==> src/rtl/key_seq_reader_if.sv <==
// Key-device bus: select strobe, window address, command nibble, read qualifier and serial data.
interface key_seq_reader_if;
    logic       sser_n;
    logic       ba13;
    logic       ba12;
    logic [3:0] ba7_4;
    logic       br_w;
    logic       sdrd;

    modport master (output sser_n, ba13, ba12, ba7_4, br_w, input sdrd);
    modport slave  (input sser_n, ba13, ba12, ba7_4, br_w, output sdrd);
endinterface

==> src/rtl/key_seq_reader.sv <==
// Serial key reader.
// Sends UNLOCK_LEN select strobes that carry the unlock nibbles, then sends
// NBITS read strobes. The key's sdrd bit is captured on each read strobe, MSB
// first. The assembled word is compared against the latched expected value.
module key_seq_reader #(
    parameter int         NBITS      = 16,
    parameter int         UNLOCK_LEN = 4,
    parameter logic [3:0] READ_CODE  = 4'h0,
    parameter int         GAP        = 2
) (
    input  logic                    clk,
    input  logic                    rst,
    input  logic                    start,
    input  logic                    abort,
    input  logic [4*UNLOCK_LEN-1:0] unlock_seq,
    input  logic [NBITS-1:0]        expected,
    key_seq_reader_if.master        bus,
    output logic                    busy,
    output logic                    done,
    output logic                    match,
    output logic [NBITS-1:0]        key_word
);
    typedef enum logic [2:0] {S_IDLE, S_SETUP, S_STROBE, S_GAP, S_FIN} state_t;

    state_t                  state;
    logic [4*UNLOCK_LEN-1:0] unlock_q;
    logic [NBITS-1:0]        exp_q;
    logic [2:0]              u_idx;     // unlock nibble being sent
    logic [4:0]              b_idx;     // key bit being read
    logic [3:0]              g_cnt;     // idle cycles spent in GAP
    logic                    rd_phase;  // unlock strobes finished
    logic                    last_q;    // final read strobe done
    logic [3:0]              next_nib;

    // Nibble for the next strobe. The counters have already advanced past the previous strobe.
    always_comb begin
        next_nib = READ_CODE;
        if (!rd_phase)
            next_nib = 4'(unlock_q >> {u_idx, 2'b00});
    end

    // Sequencer: every bus output is registered, so each value appears in the same cycle as its state.
    always_ff @(posedge clk) begin
        if (rst) begin
            state     <= S_IDLE;
            bus.sser_n <= 1'b1;
            bus.ba13  <= 1'b1;
            bus.ba12  <= 1'b0;
            bus.ba7_4 <= 4'h0;
            bus.br_w  <= 1'b0;
            busy      <= 1'b0;
            done      <= 1'b0;
            match     <= 1'b0;
            key_word  <= '0;
            unlock_q  <= '0;
            exp_q     <= '0;
            u_idx     <= '0;
            b_idx     <= '0;
            g_cnt     <= '0;
            rd_phase  <= 1'b0;
            last_q    <= 1'b0;
        end else if (abort && state != S_IDLE) begin
            // Leave the bus idle. The partial key_word stays visible for debug.
            state      <= S_IDLE;
            bus.sser_n <= 1'b1;
            bus.ba13   <= 1'b1;
            bus.ba12   <= 1'b0;
            bus.ba7_4  <= 4'h0;
            bus.br_w   <= 1'b0;
            busy       <= 1'b0;
            done       <= 1'b0;
            match      <= 1'b0;
            u_idx      <= '0;
            b_idx      <= '0;
            g_cnt      <= '0;
            rd_phase   <= 1'b0;
            last_q     <= 1'b0;
        end else begin
            case (state)
                S_IDLE: if (start) begin
                    unlock_q  <= unlock_seq;
                    exp_q     <= expected;
                    key_word  <= '0;
                    match     <= 1'b0;
                    busy      <= 1'b1;
                    bus.ba13  <= 1'b0;
                    bus.ba12  <= 1'b1;
                    bus.br_w  <= 1'b1;
                    bus.ba7_4 <= unlock_seq[3:0];
                    u_idx     <= '0;
                    b_idx     <= '0;
                    g_cnt     <= '0;
                    rd_phase  <= 1'b0;
                    last_q    <= 1'b0;
                    state     <= S_SETUP;
                end
                S_SETUP: begin
                    bus.sser_n <= 1'b0;
                    state      <= S_STROBE;
                end
                S_STROBE: begin
                    bus.sser_n <= 1'b1;
                    bus.ba13   <= 1'b1;
                    bus.ba12   <= 1'b0;
                    bus.br_w   <= 1'b0;
                    bus.ba7_4  <= 4'h0;
                    g_cnt      <= '0;
                    state      <= S_GAP;
                    if (rd_phase) begin
                        key_word <= {key_word[NBITS-2:0], bus.sdrd};
                        if (b_idx == 5'(NBITS-1)) last_q <= 1'b1;
                        else                      b_idx  <= b_idx + 5'd1;
                    end else if (u_idx == 3'(UNLOCK_LEN-1)) begin
                        rd_phase <= 1'b1;
                    end else begin
                        u_idx <= u_idx + 3'd1;
                    end
                end
                S_GAP: begin
                    if (g_cnt == 4'(GAP-1)) begin
                        g_cnt <= '0;
                        if (last_q) begin
                            done  <= 1'b1;
                            match <= (key_word == exp_q);
                            state <= S_FIN;
                        end else begin
                            bus.ba13  <= 1'b0;
                            bus.ba12  <= 1'b1;
                            bus.br_w  <= 1'b1;
                            bus.ba7_4 <= next_nib;
                            state     <= S_SETUP;
                        end
                    end else begin
                        g_cnt <= g_cnt + 4'd1;
                    end
                end
                S_FIN: begin
                    done     <= 1'b0;
                    busy     <= 1'b0;
                    u_idx    <= '0;
                    b_idx    <= '0;
                    rd_phase <= 1'b0;
                    last_q   <= 1'b0;
                    state    <= S_IDLE;
                end
                default: state <= S_IDLE;
            endcase
        end
    end
endmodule

==> src/flat_wrapper.sv <==
// flat-port wrapper written by rule: the top's interface ports become plain ports
module key_seq_reader_flat 
#(
    parameter int         NBITS      = 16,
    parameter int         UNLOCK_LEN = 4,
    parameter logic [3:0] READ_CODE  = 4'h0,
    parameter int         GAP        = 2
)
  (clk, rst, start, abort, unlock_seq, expected, busy, done, match, key_word, bus_sser_n, bus_ba13, bus_ba12, bus_ba7_4, bus_br_w, bus_sdrd);
  key_seq_reader_if bus_i ();
  input  logic clk;
  input  logic rst;
  input  logic start;
  input  logic abort;
  input  logic [4*UNLOCK_LEN-1:0] unlock_seq;
  input  logic [NBITS-1:0] expected;
  output logic busy;
  output logic done;
  output logic match;
  output logic [NBITS-1:0] key_word;
  output wire logic [$bits(bus_i.sser_n)-1:0] bus_sser_n;
  output wire logic [$bits(bus_i.ba13)-1:0] bus_ba13;
  output wire logic [$bits(bus_i.ba12)-1:0] bus_ba12;
  output wire logic [$bits(bus_i.ba7_4)-1:0] bus_ba7_4;
  output wire logic [$bits(bus_i.br_w)-1:0] bus_br_w;
  input wire logic [$bits(bus_i.sdrd)-1:0] bus_sdrd;
  assign bus_sser_n = bus_i.sser_n;
  assign bus_ba13 = bus_i.ba13;
  assign bus_ba12 = bus_i.ba12;
  assign bus_ba7_4 = bus_i.ba7_4;
  assign bus_br_w = bus_i.br_w;
  assign bus_i.sdrd = bus_sdrd;
  key_seq_reader #(.NBITS(NBITS), .UNLOCK_LEN(UNLOCK_LEN), .READ_CODE(READ_CODE), .GAP(GAP)) u_core (.clk(clk), .rst(rst), .start(start), .abort(abort), .unlock_seq(unlock_seq), .expected(expected), .bus(bus_i), .busy(busy), .done(done), .match(match), .key_word(key_word));
endmodule
==> config.mk <==
export PLATFORM = sky130hd
export DESIGN_NAME = key_seq_reader_flat
export DESIGN_NICKNAME = d
export VERILOG_FILES = /design/src/rtl/key_seq_reader_if.sv /design/src/rtl/key_seq_reader.sv /design/src/flat_wrapper.sv
export SDC_FILE = /design/constraint.sdc
export NUM_CORES = 1
export LEC_CHECK = 0
export CORE_ASPECT_RATIO = 2
export CORE_UTILIZATION = 45
export CTS_CLUSTER_SIZE = 40
export DETAILED_ROUTE_END_ITERATION = 10
export PLACE_DENSITY = 0.71
export RECOVER_POWER = 50
export SETUP_SLACK_MARGIN = 0.15
export SLEW_MARGIN = 20
export SYNTH_ARGS = -nofsm -noshare
export SYNTH_HDL_FRONTEND = slang
export SYNTH_SLANG_ARGS = --single-unit
export TNS_END_PERCENT = 5
==> constraint.sdc <==
create_clock -name clk -period 4.37 [get_ports clk]
set_clock_uncertainty 0.1 [all_clocks]
set_input_delay 1.0925 -clock clk [delete_from_list [all_inputs] [get_ports clk]]
set_output_delay 1.0925 -clock clk [all_outputs]
set_load 0.05 [all_outputs]
**Word level (Yosys, flattened, before mapping)**

Cells that the tools add are included.

- Register bits after elaboration: 75
- Input bits: 37
- Output and inout port bits: 27
- Word-level logic and storage cells: 106

- Add/subtract/negate cells: 3
- Eq/ne operators: 17
- Shifts and indexed selects: 1
- Mux-type cells: 45
- Bitwise gates (word level): 1
- Reduce and logical (&&, ||, !) cells: 23

Operators by type and width:

| operator | number |
|---|---|
| 16-bit 2-to-1 mux | 2 |
| 16-bit case mux with 2 select lines | 1 |
| 4-bit 2-to-1 mux | 6 |
| 4-bit case mux with 3 select lines | 2 |
| 4-bit AND reduction | 6 |
| 3-bit 2-to-1 mux | 6 |
| 16-bit equality test | 1 |
| 16-bit by 5-bit right shift with 4-bit output | 1 |
| 5-bit 2-to-1 mux | 3 |
| 5-bit case mux with 3 select lines | 1 |
| 1-bit 2-to-1 mux | 14 |
| 1-bit case mux with 3 select lines | 4 |
| 3-bit case mux with 4 select lines | 1 |
| 2-bit inequality test, second input constant | 5 |
| 2-bit nonzero test | 5 |
| 3-bit by 2-bit equality test with 1-bit output, second input constant | 3 |
| 3-bit case mux with 3 select lines | 1 |
| 3-bit nonzero test | 3 |
| 2-bit by 1-bit inequality test with 1-bit output, second input constant | 4 |
| 1-bit case mux with 2 select lines | 4 |
| 2-bit AND reduction | 4 |
| 3-bit AND reduction | 2 |
| 5-bit by 1-bit adder with 5-bit output, second input constant | 1 |
| 5-bit by 4-bit equality test with 1-bit output, second input constant | 1 |
| other kinds (9) | 9 |

**Logic depth before layout (Yosys ltp)**

- Word-level depth: 5
- Gate-level depth with buffers: 7
- Mapped depth without buffers: 7

**Worst setup path after synthesis**

Ideal clock, no wire load.

- Path type: input -> register
- From: in start
- To: reg u_core.key_word[0]
- Setup time: 128 ps
- Data arrival time: 2139 ps
- Required time: 4142 ps
- Path slack: 2003 ps
- Cell stages on the path: 6
- Buffers on the path: 2
- Cell sequence: clkbuf_1 nand2b_1 a211o_1 clkbuf_1 a22oi_1 nor2_1

- Word-level cells in the longest chain between the ends: 2

Ends and longest elaborated chain:

| what | line | source |
|---|---|---|
| start: declaration | flat_wrapper.sv:13 | `input logic start;` |
| 2-bit inequality test (no source line) | - |  |
| 4-bit AND reduction (no source line) | - |  |
| end signal: assignment | key_seq_reader.sv:110 | `key_word <= {key_word[NBITS-2:0], bus.sdrd};` |
| end: declaration | key_seq_reader.sv:21 | `output logic [NBITS-1:0] key_word` |

Every way passes these cells.
A chain may end at the register's enable or synchronous reset.

**Worst setup path in the final report**

- From: in start
- To: reg u_core.bus.ba7_4[0]

- Word-level cells in the longest chain between the ends: 2

Ends and longest elaborated chain:

| what | line | source |
|---|---|---|
| 2-bit inequality test (no source line) | - |  |
| 4-bit AND reduction (no source line) | - |  |
| end signal: assignment | key_seq_reader.sv:89 | `bus.ba7_4 <= unlock_seq[3:0];` |
| end signal: assignment | key_seq_reader.sv:130 | `bus.ba7_4 <= next_nib;` |
| end: declaration | key_seq_reader_if.sv:10 | `modport master (output sser_n, ba13, ba12, ba7_4, br_w, input sdrd);` |

Every way passes these cells.

==> qor.txt <==
Hold path cells - 2
Post_cts resized - 0
Relative slew slack - 0.378
Crit Path Max Fanout - 11
Drt total wl - 7.96 mm
Residual DRC - 0
CP required - 4.54 ns
Tot GR Track Use - 0.223
Via count - 2847
Leading cell type in the layout, fill and taps excluded - dfxtp_1
Area grow syn2layout - 27.7%
Max Clk Rate - 335 MHz
Setup crit end kind - register
Initial DRC count - 101
Worst R2R End - u_core.g_cnt[1]
Total power - 0.00185 W
Status - completed
Power Dens Cells - 434 nW/µm²
# clock sinks - 75
Crit path time final - 2.98 ns
Synth top area share - 0.450
Final Setup Violations - 0
Vias in the first global route - 2789
CP Buf/Inv Count - 1
CTS buffer count - 9
Layout cells sized above 1 - 0.0737
Final hold violation count - 0
Critical path's top delay family - compound AO/OA/AOI/OAI gates
Post-synth EDFFs - 0
Setup TNS Final - 0 ns
FF-to-FF path depth - 4
Sequential area share after synthesis - 0.450
Tightest Hold Check Type - register to register
Total gr overflow - 0
Routed wire per std cell - 15.1 µm
Post-CTS Setup Bufs - 0
Critical path class - input pin to register
Initial antenna violation count - 0
# nets final - 473
ANT cells - 0
CTS tree - built
First-pass iteration count of the detailed router - 4
Placed wire-length estimate - 5.53 mm
Hold-fix buffers at CTS - 0
Yosys Warn Count - 0
Site Rows - 44
Primary FF master, synth - dfxtp_1
First-pass GRT wire length - 13.0 mm
Slowest CP cell - a221oi_2
Clock latency on the worst-skew pair - 0.34 ns
Cell taking the most area after synthesis - dfxtp_1
Hold Crit Endpoint - u_core.unlock_q[6]
Post-synth ARST share - 0
Syn_nets - 424
Clk pin slew, worst setup/hold paths - 0.05 ns
Synth Area per Inst - 8.75 µm²
Routed vias/inst - 5.41
Largest net degree at the start of global routing - 52
IO Port Bufs - 63
Design area - 4260 µm²
Synth area leaders - dfxtp_1 45%, nand2_1 7.4%, a21oi_1 6.3%
ANT nets after route - 0
Max-Cap Viols - 0
Reg2reg start - u_core.state[0]
Initial Util - 0.462
Routability Congestion - 0.848
Clk buf depth - 2
Arr. time, crit path - 3.15 ns
Worst VDD drop - 0.387 mV
RSZ-0062 raised after global routing - no
Full die area - 7780 µm²
Post-synthesis cell area - 3330 µm²
Max Slew Vio Count - 0
# IOs - 64
#FFs+latches synth - 75
Clk Tree Root Cell - clkbuf_16
Final Non-Filler Cells - 526
Final worst-path cycle share - 0.683
HP Start - u_core.unlock_q[6]
Core Region - 7210 µm²
Die width - 62.9 µm
Placed Cells - 511
Die height - 124 µm
CP cell instances - dlygate4sd3_1, nand2b_1, a221oi_2, o21ai_0, a21oi_1
Post-synth cell types - 50
Commonest non-fill, non-tap cells in the layout - 75 x dfxtp_1, 65 x nand2_1, 52 x clkdlybuf4s50_1
H-tree depth - 3
Pleak - 1.62 nW
Cell Area, Placed - 3960 µm²
Post-Syn Instances - 381
Hold Slack - 0.354 ns
Startpoint types - input pin
Slew @ Worst Pin - 0.932 ns
CP peak stage delay - 0.80 ns
Flop2flop setup slack - 1.86 ns
==> power by group <==
| part | internal, W | total (W) | switching, W | leakage, nW |
|---|---|---|---|---|
| Clock | 0.000501 | 0.000768 | 0.000267 | 0.155 |
| Combinational | 0.000125 | 0.000308 | 0.000183 | 0.850 |
| Sequential | 0.000729 | 0.000772 | 0.0000430 | 0.612 |
==> cell families after synthesis <==
family / count (synthesis) / share of synthesized area
mux: 7 / 0.0360
fa+ha+maj: 6 / 0.0225
flops: 75 / 0.450
buf+inv: 36 / 0.0499
xor+xnor: 21 / 0.0552
compound gates: 94 / 0.185
simple gates: 142 / 0.201
==> cell type report <==
cell class                 instances  area (µm²)
fill                             651        2950
multi-input combinational        270        1660
sequential                        75        1500
timing repair buffer              64         633
clock buffer                      14         284
tap                               92         115
inverter                          10        37.5
clock inverter                     1        30.0
==> synthesized netlist by cell type, drive strengths merged, types with 2 or more instances <==
library cell / instances
ha: 6
buf: 13
nor4: 4
nand2: 66
o31ai: 3
inv: 10
nand4: 2
o21ai: 9
xnor2: 8
and3: 2
mux2i: 3
nor3: 6
or4b: 2
nand3b: 2
a221oi: 2
xor2: 13
a22oi: 21
nand2b: 6
mux4: 4
a21oi: 47
nor3b: 3
nor2: 37
or3b: 2
a211oi: 5
dfxtp: 75
clkbuf: 13
nand3: 6
==> per-layer routing <==
| layer | GRT usage | up-vias | part of all wire |
|---|---|---|---|
| met5 | 0 | - | 0 |
| met2 | 0.396 | 72 | 0.53 |
| met3 | 0.0641 | 17 | 0.045 |
| li1 | - | 1419 | - |
| met4 | 0.140 | 0 | 0.035 |
| met1 | 0.225 | 1339 | 0.39 |
==> stage by stage <==
stage,setup WS [ns],util
2_1_floorplan,2.00,-
3_3_place_gp,1.22,0.549
3_5_place_dp,1.14,0.549
4_1_cts,1.51,0.593
5_1_grt,1.16,0.591
6_report,1.39,0.591
==> tightest hold or removal path, cell delays in order (launching register included) <==
cell and delay (ns):
dfxtp_1 0.30, nand2_1 0.05, a21oi_1 0.05
==> registers in the layout, indices dropped and copies added (netlist names) <==
signal / count
u_core.busy: 1
u_core.exp_q: 16
u_core.last_q: 1
u_core.b_idx: 5
u_core.bus.ba13: 1
u_core.bus.sser_n: 1
u_core.bus.ba7_4: 4
u_core.rd_phase: 1
u_core.unlock_q: 16
u_core.u_idx: 3
u_core.state: 3
u_core.key_word: 16
u_core.done: 1
u_core.bus.ba12: 1
u_core.match: 1
u_core.g_cnt: 4
==> worst max-delay path by stage <==
stage           from                  end  slack, ns  cells after the start
2_1_floorplan  start   u_core.key_word[0]       2.00                      6
3_3_place_gp   start  u_core.bus.ba7_4[0]       1.22                      5
3_5_place_dp   start  u_core.bus.ba7_4[0]       1.14                      5
4_1_cts        start  u_core.bus.ba7_4[0]       1.51                      5
5_1_grt        start  u_core.bus.ba7_4[0]       1.16                      5
6_report       start  u_core.bus.ba7_4[0]       1.39                      5
Note: power is estimated with default switching activity, not from simulation.
